File: config.mk
export PLATFORM = sky130hd
export DESIGN_NAME = uart_tx_fifo
export DESIGN_NICKNAME = d
export VERILOG_FILES = /design/src/rtl/uart_tx_fifo.sv
export SDC_FILE = /design/constraint.sdc
export NUM_CORES = 1
export LEC_CHECK = 0
export CAP_MARGIN = 10
export CORE_MARGIN = 5
export CORE_UTILIZATION = 45
export DETAILED_ROUTE_END_ITERATION = 7
export PLACE_DENSITY = 0.63
export SYNTH_ARGS = -nofsm -noshare
export SYNTH_HDL_FRONTEND = slang
export SYNTH_SLANG_ARGS = --single-unit
File: constraint.sdc
create_clock -name i_clk -period 3.9 [get_ports i_clk]
set_clock_uncertainty 0.15 [all_clocks]
set_input_delay 0.78 -clock i_clk [delete_from_list [all_inputs] [get_ports i_clk]]
set_output_delay 0.78 -clock i_clk [all_outputs]
set_load 0.02 [all_outputs]
File: src/rtl/uart_tx_fifo.sv
// Transmit byte FIFO feeding a UART transmitter through a start/done handshake.
// Bytes are queued on a write strobe and popped one per frame while the FSM is idle.
module uart_tx_fifo #(
  parameter int DATA_BITS = 8,
  parameter int ADDR_BITS = 4
) (
  input  logic                 i_clk,
  input  logic                 i_reset,
  input  logic                 i_wr,
  input  logic [DATA_BITS-1:0] i_wr_data,
  output logic                 o_full,
  output logic                 o_empty,
  output logic [ADDR_BITS:0]   o_count,
  output logic                 o_overflow,
  output logic                 o_tx_start,
  output logic [DATA_BITS-1:0] o_tx_data,
  input  logic                 i_tx_done
);

  localparam int DEPTH = 2 ** ADDR_BITS;

  localparam logic [1:0] ST_IDLE  = 2'd0;
  localparam logic [1:0] ST_START = 2'd1;
  localparam logic [1:0] ST_WAIT  = 2'd2;

  localparam logic [ADDR_BITS:0]   CNT_ZERO  = {(ADDR_BITS+1){1'b0}};
  localparam logic [ADDR_BITS:0]   CNT_ONE   = {{ADDR_BITS{1'b0}}, 1'b1};
  localparam logic [ADDR_BITS:0]   CNT_FULL  = {1'b1, {ADDR_BITS{1'b0}}};
  localparam logic [ADDR_BITS-1:0] PTR_ZERO  = {ADDR_BITS{1'b0}};
  localparam logic [ADDR_BITS-1:0] PTR_ONE   = {{(ADDR_BITS-1){1'b0}}, 1'b1};
  localparam logic [DATA_BITS-1:0] DATA_ZERO = {DATA_BITS{1'b0}};

  logic [DATA_BITS-1:0] mem_q [DEPTH];
  logic [ADDR_BITS-1:0] wr_ptr_q, wr_ptr_d;
  logic [ADDR_BITS-1:0] rd_ptr_q, rd_ptr_d;
  logic [ADDR_BITS:0]   count_q, count_d;
  logic                 overflow_q, overflow_d;
  logic [1:0]           state_q, state_d;
  logic                 tx_start_q, tx_start_d;
  logic [DATA_BITS-1:0] tx_data_q, tx_data_d;

  logic full_s;
  logic empty_s;
  logic wr_accept_s;
  logic pop_s;

  // Flags come from the registered count, so a same-cycle pop never frees room for a write.
  always_comb begin
    full_s      = (count_q == CNT_FULL);
    empty_s     = (count_q == CNT_ZERO);
    wr_accept_s = i_wr & ~full_s;
    pop_s       = (state_q == ST_IDLE) & ~empty_s;
  end

  always_comb begin
    wr_ptr_d   = wr_ptr_q;
    rd_ptr_d   = rd_ptr_q;
    count_d    = count_q;
    overflow_d = overflow_q;
    state_d    = state_q;
    tx_start_d = tx_start_q;
    tx_data_d  = tx_data_q;

    if (wr_accept_s) begin
      wr_ptr_d = wr_ptr_q + PTR_ONE;
    end else begin
      overflow_d = overflow_q | i_wr;
    end

    case ({wr_accept_s, pop_s})
      2'b10:   count_d = count_q + CNT_ONE;
      2'b01:   count_d = count_q - CNT_ONE;
      default: count_d = count_q;
    endcase

    // tx_done is only honoured in WAIT; a pulse in any other state is dropped.
    case (state_q)
      ST_IDLE: begin
        if (pop_s) begin
          tx_data_d  = mem_q[rd_ptr_q];
          rd_ptr_d   = rd_ptr_q + PTR_ONE;
          tx_start_d = 1'b1;
          state_d    = ST_START;
        end else begin
          tx_start_d = 1'b0;
        end
      end
      ST_START: begin
        tx_start_d = 1'b0;
        state_d    = ST_WAIT;
      end
      ST_WAIT: begin
        tx_start_d = 1'b0;
        if (i_tx_done) begin
          state_d = ST_IDLE;
        end else begin
          state_d = ST_WAIT;
        end
      end
      default: begin
        tx_start_d = 1'b0;
        state_d    = ST_IDLE;
      end
    endcase
  end

  always_ff @(posedge i_clk) begin
    if (wr_accept_s) begin
      mem_q[wr_ptr_q] <= i_wr_data;
    end
  end

  always_ff @(posedge i_clk) begin
    if (i_reset) begin
      wr_ptr_q   <= PTR_ZERO;
      rd_ptr_q   <= PTR_ZERO;
      count_q    <= CNT_ZERO;
      overflow_q <= 1'b0;
      state_q    <= ST_IDLE;
      tx_start_q <= 1'b0;
      tx_data_q  <= DATA_ZERO;
    end else begin
      wr_ptr_q   <= wr_ptr_d;
      rd_ptr_q   <= rd_ptr_d;
      count_q    <= count_d;
      overflow_q <= overflow_d;
      state_q    <= state_d;
      tx_start_q <= tx_start_d;
      tx_data_q  <= tx_data_d;
    end
  end

  assign o_full     = full_s;
  assign o_empty    = empty_s;
  assign o_count    = count_q;
  assign o_overflow = overflow_q;
  assign o_tx_start = tx_start_q;
  assign o_tx_data  = tx_data_q;

endmodule

# Word-level counts from Yosys, hierarchy flattened

Memory sizes are Yosys's and may differ from the RTL's. A register that Yosys moved wholly into a read port is not among the register bits.
Cells that the tools add are included.
W data, S select, Z words.

Flip-flop bits (word level): 17
Memory bits (writable): 128
Output and inout bits: 17
Memories kept: 1

Memories:

| memory | words | bits a word | read ports | clocked after Yosys merged registers in | write ports | RTL line | text |
|---|---|---|---|---|---|---|---|
| mem_q  | 16    | 8           | 1          | 1                                       | 1           | 33       | `logic [DATA_BITS-1:0] mem_q [DEPTH];` |

Add/subtract/negate cells: 4
Eq/ne operators: 6
Muxes and demuxes: 7
Bitwise operators: 6
Reduce and logical (&&, ||, !) cells: 5

Operators with widths:

| operator              | number |
|---|---|
| $pmux W5 S2           | 1 |
| $add A4 B1 Y4 const B | 2 |
| $pmux W2 S3           | 1 |
| $add A5 B1 Y5 const B | 1 |
| $eq A5 B5 Y1 const B  | 1 |
| $logic_not A5 Y1      | 1 |
| $sub A5 B1 Y5 const B | 1 |
| $eq A2 B1 Y1 const B  | 2 |
| $eq A2 B2 Y1 const B  | 2 |
| $mux W2               | 2 |
| $mux W1               | 3 |
| $not A1 Y1            | 3 |
| $and A1 B1 Y1         | 2 |
| $logic_not A2 Y1      | 1 |
| $ne A2 B2 Y1 const B  | 1 |
| $reduce_and A2 Y1     | 1 |
| $reduce_bool A2 Y1    | 1 |
| $reduce_or A2 Y1      | 1 |
| $or A1 B1 Y1          | 1 |

# Logic depth before layout (Yosys ltp)

Gate-level depths: netlist of run 1.

Depth in word-level cells: 5
Depth in mapped cells: 11

# Least setup slack after synthesis of run 1

No wires, ideal clock.

Path kind: register to register
Start: register count_q[0] (netlist: o_count[0])
End: register count_q[4] (netlist: o_count[4])
Library setup time: 0.123 ns
Arrival: 2.812 ns
Data required time: 3.627 ns
Slack: 0.815 ns
Stages on the path, launching flop included: 12
Path buffers: 1
Clock period less this slack: 3.085 ns
Cells stage by stage: dfxtp_1 nor4_4 a211oi_2 buf_2 ha_1 inv_1 fa_1 nor2b_1 o21ai_1 nand3_1 or3b_1 mux2_1

Longest elaborated chain between the ends: 5
Elaborated cells between the ends (all ways): 12
Those cells by class: add/sub (2); eq/ne (3); mux (1); bitwise (4); reduce/logical (2)

RTL lines:

| element                                           | RTL line | text |
|---|---|---|
| from (decl)                                       | 36       | `logic [ADDR_BITS:0] count_q, count_d;` |
| from (signal assigned)                            | 125      | `count_q <= count_d;` |
| $logic_not A5 Y1 (*)                              | 50       | `empty_s = (count_q == CNT_ZERO);` |
| $not A1 Y1 (*)                                    | 52       | `pop_s = (state_q == ST_IDLE) & ~empty_s;` |
| $and A1 B1 Y1 (*)                                 | 52       |  |
| via pop_s                                         | 45       | `logic pop_s;` |
| $eq A2 B1 Y1 or $eq A2 B2 Y1 (tied branches)      | 70       | `case ({wr_accept_s, pop_s})` |
| $pmux W5 S2 or $reduce_bool A2 Y1 (tied branches) | --       |  |

Mark *: on every way through the listed nets, which the timed path passes. The rest lies on a longest branch.
A chain may end at the register's enable or synchronous reset.

# Worst setup path in the final report of run 1

Start: input port i_wr
End: register count_q[4] (netlist: o_count[4])

Longest elaborated chain between the ends: 3
Elaborated cells between the ends (all ways): 5
Those cells by class: eq/ne (2); mux (1); bitwise (1); reduce/logical (1)

RTL lines:

| element                                           | RTL line | text |
|---|---|---|
| from (decl)                                       | 9        | `input logic i_wr,` |
| $and A1 B1 Y1 (*)                                 | 51       | `wr_accept_s = i_wr & ~full_s;` |
| $eq A2 B1 Y1 or $eq A2 B2 Y1 (tied branches)      | 70       |  |
| $pmux W5 S2 or $reduce_bool A2 Y1 (tied branches) | --       |  |

Every way passes the cells marked *; elsewhere a longest branch is shown, timed or not.

==> results.cfg, run 1 <==
[power]
power.net_switching_mw = 1.24
power.share.sequential_pct = 43.3
ir_worst_vdd_mv = 0.406
share_comb_of_total_power_pct = 19.1
internal-power_mw = 3.32
cellLeakagePower_nw = 2.26
power.density_cell_area_nw_per_um2 = 635
netSwitchingFraction_pct = 27.1
clock_network_fraction_of_total_power_pct = 37.6

[timing]
final.setup.worst_slack_ns = 0.874
max_freq_mhz = 331
final-setup-viol-count = 0
grt_setup_unrepaired = no
finalWorstPathRequiredPeriod_ns = 3.03
final_hold_viol_count = 0
maxSlewViolCount = 0
max-slew-margin-rel_pct = 33.7
final.period_utilization_pct = 77.6
totalNegativeSetupSlack_ns = 0
max_slew.worst_pin.slew_ns = 0.991

[route]
dr_total_vias = 3365
routed_wirelength_um = 12500
vias_per_cell = 5.41
ant_nets = 0
wl_per_cell_um = 20.1
drt_iter0_markers = 253
detail_route.first_pass.iterations = 5
route.detailed.drc = 0

[floorplan]
initial_core_util_pct = 46.0
fp.dieH_um = 127
floorplan.rows = 42
floorplan.die.width_um = 127
top_level_port_count = 29
fp.dieArea_um2 = 16000
core_area_um2 = 13300

[synthesis]
syn-mean-instance-area_um2 = 15.3
synth_top_area_cell = edfxtp_1
synth_cell_types = 34
yosys.area.top_type_share_pct = 62.9
syn-num-nets = 421
post_synth_design_cell_area_um2 = 6110
post_synth_inst_count = 399
ys_seq_elements = 153
yosysWarnings = 0
synth_top_cells_by_area = edfxtp_1, mux2i_1, dfxtp_1
synth-seq-area-share_pct = 71.1

[clocking]
cts.path.max_buffers = 2
cts_tree = done
cts.hold.buffers_added = 0
clkSlewWorstSetupHoldPaths_ns = 0.06
clock_insertion_delay_worst_skew_ns = 0.42
cts.htree.levels = 4
cts_resized = 0
clock-root-buffer = clkbuf_16
cts.sink_count = 153
cts_post_setup_buffers_inserted = 0
number_of_buffers_created_by_cts = 17

[global_routing]
number_of_antenna_violations_at_the_first_check_in_global_routing = 0
grt_max_degree = 30
groute.usage.overall_pct = 16.3
grt_util_met3_pct = 3.83
grt_busiest_layer = met2
globalRouteMet2Util_pct = 26.7
number_of_global_route_vias_before_repair = 3385
gr-usage-met1_pct = 21.1
overflow = 0
grt_first_pass_wirelength_um = 19300

[hold_path]
min-delay-start = o_overflow
min_path_type = flip-flop to flip-flop

[cells_and_area]
instances_no_fill = 622
diodes = 0
drive_gt1_share_pct = 9.64
layout_nets = 455
syn_to_final_growth_pct = 17.4

[setup_path]
end_kind = flip-flop
crit_path_start_kind = input pin
critical_path.max_fanout = 4
setup.worst_path.start = i_wr
cp.required_ns = 4.05
regToRegStartpoint = o_count[0]
setup.worst_path.class = input pin to flip-flop
cp.arrival_ns = 3.18

[run_status]
outcome = completed

[placed_design]
place.detailed.hpwl_um = 8060
routability_congestion_estimate = 0.798
io_buffer_count = 28
pre_cts_ws_ns = 0.459
dp.cells = 590

[run]
cap_violations = 0
[per-layer routing]
metal	routed length, um	up-vias
li1	-	1594
met1	5650	1695
met2	6170	58
met3	420	18
met4	252	0
met5	0	-
[state kept, by name, summed over array words and instances (netlist names)]
signal      flops
wr_ptr_q        4
o_overflow      1
o_tx_data       8
state_q         2
o_count         5
mem_q         128
o_tx_start      1
rd_ptr_q        4
[cells in the mapped netlist]
cell	number
or3_1	1
nand3b_1	3
o21ai_1	1
nand2b_1	2
nand3_1	2
clkbuf_2	1
nor4_1	8
or3b_1	2
nor2b_1	4
nor2_1	41
a21o_1	1
nor3_1	5
nor4_4	1
ha_1	9
mux2i_1	67
buf_4	5
a21oi_1	6
nand4_1	2
clkbuf_1	6
o22ai_1	32
mux2_1	1
inv_1	8
a211oi_1	8
and2_1	2
dfxtp_1	25
a211oi_2	1
fa_1	1
xor2_1	5
buf_2	6
a21boi_2	1
buf_6	3
xnor2_1	3
edfxtp_1	128
nand2_1	8
[critical path, cell delays in order]
cell             delay [ns]
clkdlybuf4s50_1        0.41
a21boi_2               0.16
inv_1                  0.07
ha_1                   0.22
inv_1                  0.10
fa_1                   0.39
nor2b_1                0.18
o21ai_1                0.11
nand3_1                0.09
or3b_1                 0.35
mux2_1                 0.31
[logic make-up (layout without fill, tap and decap cells)]
| logic type | Yosys count | after routing | share of synthesized area, % |
|---|---|---|---|
| AO/OA/AOI/OAI | 50 | 50 | 5.34 |
| XOR/XNOR | 8 | 8 | 1.15 |
| adder cells (fa/ha/maj) | 10 | 10 | 2.17 |
| buffers and inverters | 29 | 76 | 2.60 |
| flip-flops | 153 | 153 | 71.1 |
| multiplexers | 68 | 68 | 11.2 |
| AND/OR/NAND/NOR | 81 | 81 | 6.53 |
[metrics by stage]
stage	area [um2]	total power, mW	util [%]	hold slack, ns
after global placement	6550	2.86	49.3	0.309
after detailed placement	6550	2.88	49.3	0.311
after floorplan	6110	2.57	-	0.355
after CTS	7180	4.59	54.0	0.327
after global routing	7180	4.76	54.0	0.365
final	7180	4.56	54.0	0.326
[power by group through the flow]
stage / registers (mW) / clock network (mW) / logic [mW]
after CTS: 1.97 / 1.74 / 0.874
after floorplan: 2.02 / 0 / 0.545
after global routing: 1.99 / 1.82 / 0.952
after global placement: 2.00 / 0 / 0.856
after detailed placement: 2.01 / 0 / 0.871
final: 1.97 / 1.71 / 0.868
[path summary, 6_finish.rpt]
check	depth (start not counted)	to	slack, ns
setup / recovery	11	o_count[4]	0.87
hold / removal	2	o_overflow	0.33
setup reg to reg	11	o_count[4]	0.92
hold reg to reg	2	o_overflow	0.33
[placed cells by master (no fill, tap or decap), types with 2 or more instances in the layout]
cell and n:
nor2_1 41, a211oi_1 8, dfxtp_1 24, nand3b_1 3, a21oi_1 6, nand2_1 8
nor4_1 8, clkdlybuf4s50_1 28, nand4_1 2, clkbuf_16 17, xor2_1 5, nor3_1 5
buf_4 8, nand2b_1 2, nor2b_1 4, and2_1 2, o22ai_1 32, clkinv_4 4
nand3_1 2, or3b_1 2, xnor2_1 3, mux2i_1 67, edfxtp_1 128, ha_1 9
inv_1 8, bufinv_16 4, clkinvlp_4 4
[area by class of cell]
class	instances	area, um2
clock buffer	18	429
clock inverter	14	199
fill	1083	6120
inverter	8	30.0
multi-input combinational	217	1610
sequential	153	4350
tap	176	220
timing repair buffer	36	340
No activity file was read; power rests on OpenSTA's default activity.
==> inputs of run 2 (changes only) <==
==> constraint.sdc (replaced) <==
create_clock -name i_clk -period 3.17 [get_ports i_clk]
set_clock_uncertainty 0.15 [all_clocks]
set_input_delay 0.634 -clock i_clk [delete_from_list [all_inputs] [get_ports i_clk]]
set_output_delay 0.634 -clock i_clk [all_outputs]
set_load 0.02 [all_outputs]
==> run 2 against run 1 <==
Against the previous run:
- die area did not move
- critical path depth did not move
- via count rose by 0.80%
- design area rose by 1.8%
- sequential cell count did not move
- utilization rose by 0.98 points
- combinational power rose by 26%
- clock-buffer cell count rose by 4
==> results.cfg, run 2 (same netlist as run 1, synthesis figures left out) <==
[run_status]
outcome = completed

[clocking]
cts.path.max_buffers = 2
cts.sink_count = 153
cts_tree = done
clock_insertion_delay_worst_skew_ns = 0.42
cts.htree.levels = 4
number_of_buffers_created_by_cts = 17
cts.hold.buffers_added = 0
cts_resized = 0
cts_post_setup_buffers_inserted = 0
clkSlewWorstSetupHoldPaths_ns = 0.06
clock-root-buffer = clkbuf_16

[cells_and_area]
diodes = 0
largest_register_ffs = 128
most_common_library_cell_in_the_layout_ignoring_fill_and_taps = edfxtp_1
layout_nets = 472
syn_to_final_growth_pct = 19.5
drive_gt1_share_pct = 11.9
max_flop_register = mem_q
mostFrequentLayoutCells = edfxtp_1, mux2i_1, nor2_1, o22ai_1, clkdlybuf4s50_1
final.fill_count = 1053
final_core_util_pct = 55.0

[floorplan]
floorplan.rows = 42
core_area_um2 = 13300
initial_core_util_pct = 46.0
fp.dieArea_um2 = 16000
top_level_port_count = 29
floorplan.die.width_um = 127
fp.dieH_um = 127

[placed_design]
io_buffer_count = 28
place.detailed.hpwl_um = 8170
routability_congestion_estimate = 0.828

[setup_path]
cp.required_ns = 3.32
critical_path.max_fanout = 5
crit_path_start_kind = flip-flop
end_kind = flip-flop
rrSetupSlack_ns = 0.27
cp.arrival_ns = 3.04
setup.worst_path.class = flip-flop to flip-flop
r2r.worst_path.cells = 11

[route]
detail_route.first_pass.iterations = 4
dr_total_vias = 3392
ant_nets = 0
drt_iter0_markers = 226
wl_per_cell_um = 19.4
route.detailed.drc = 0
routed_wirelength_um = 12400
vias_per_cell = 5.31

[run]
cap_violations = 0

[timing]
maxSlewViolCount = 0
finalWorstPathRequiredPeriod_ns = 2.90
final-setup-viol-count = 0
final_hold_viol_count = 0
max-slew-margin-rel_pct = 54.4
max_freq_mhz = 345
grt_setup_unrepaired = no
final.period_utilization_pct = 91.4
max_slew.worst_pin.slew_ns = 0.683

[hold_path]
min_path_type = flip-flop to flip-flop
hold_path_depth = 2

[global_routing]
groute.usage.overall_pct = 16.2
number_of_global_route_vias_before_repair = 3358
grt_first_pass_wirelength_um = 19100
grt_max_degree = 27
overflow = 0
number_of_antenna_violations_at_the_first_check_in_global_routing = 0

[power]
ir_worst_vdd_mv = 0.417
cellLeakagePower_nw = 2.37
power.density_cell_area_nw_per_um2 = 770
total_chip_power_mw = 5.62
## run 2: changes by cell type in the layout (fill, tap and decap cells not counted)
cell        before  now
clkinv_4         4    0
clkinv_2         1    4
clkbuf_1         1    5
bufinv_16        4    5
buf_4            8   24
clkinvlp_4       4    0
buf_12           0    1
inv_6            1    0
clkinv_1         0    1
## run 2: worst max-delay path, stage by stage (launching register included)
cell	delay [ns]
dfxtp_1	0.37
nor4_4	0.42
a21boi_2	0.11
inv_1	0.07
ha_1	0.18
inv_1	0.08
fa_1	0.39
nor2b_1	0.17
o21ai_1	0.10
nand3_1	0.08
or3b_1	0.35
mux2_1	0.31
## run 2: final cells by class
type                    count  area, um2  area share, %
clock buffers              22        444           6.08
clock inverters            10        174           2.38
inverters                   8       30.0          0.411
multi-input cells         217       1610           22.0
flip-flops and latches    153       4350           59.5
well taps                 176        220           3.01
repair buffers             53        480           6.58
## run 2: power by group
group / switching, mW / internal (mW)
combinational: 0.620 / 0.474
sequential: 0.112 / 2.31
clock: 0.718 / 1.39
total: 1.45 / 4.17
## run 2: routing by layer
layer,vias up,part of all wire [%],GRT usage (%)
met3,18,6.2,3.70
li1,1624,-,-
met4,0,2.6,8.52
met1,1659,42,21.1
met5,-,0,0
met2,91,49,25.4
## run 2: worst paths after layout
check | startpoint | end
max | o_count[0] | o_count[4]
min | o_overflow | o_overflow
max reg2reg | o_count[0] | o_count[4]
min reg2reg | o_overflow | o_overflow
## run 2: metrics by stage
stage / instance area, um2 / instances / setup TNS [ns] / setup WS (ns) / hold WS, ns
6_report: 7310 / 639 / 0 / 0.273 / 0.323
4_1_cts: 7310 / 639 / 0 / 0.271 / 0.334
3_5_place_dp: 6690 / 607 / -0.0160 / -0.0160 / 0.320
3_3_place_gp: 6690 / 607 / 0 / 0.0172 / 0.308
2_1_floorplan: 6110 / 399 / 0 / 0.0848 / 0.355
5_1_grt: 7310 / 639 / 0 / 0.0880 / 0.374
==> inputs of run 3 (changes only) <==
--- a/config.mk
+++ b/config.mk
@@ -10,6 +10,7 @@
 export CORE_UTILIZATION = 45
 export DETAILED_ROUTE_END_ITERATION = 7
 export PLACE_DENSITY = 0.63
+export SKIP_CTS_REPAIR_TIMING = 1
 export SYNTH_ARGS = -nofsm -noshare
 export SYNTH_HDL_FRONTEND = slang
 export SYNTH_SLANG_ARGS = --single-unit
==> results of run 3 <==
No change in the layout: final DEF, timing and power equal those of run 2.
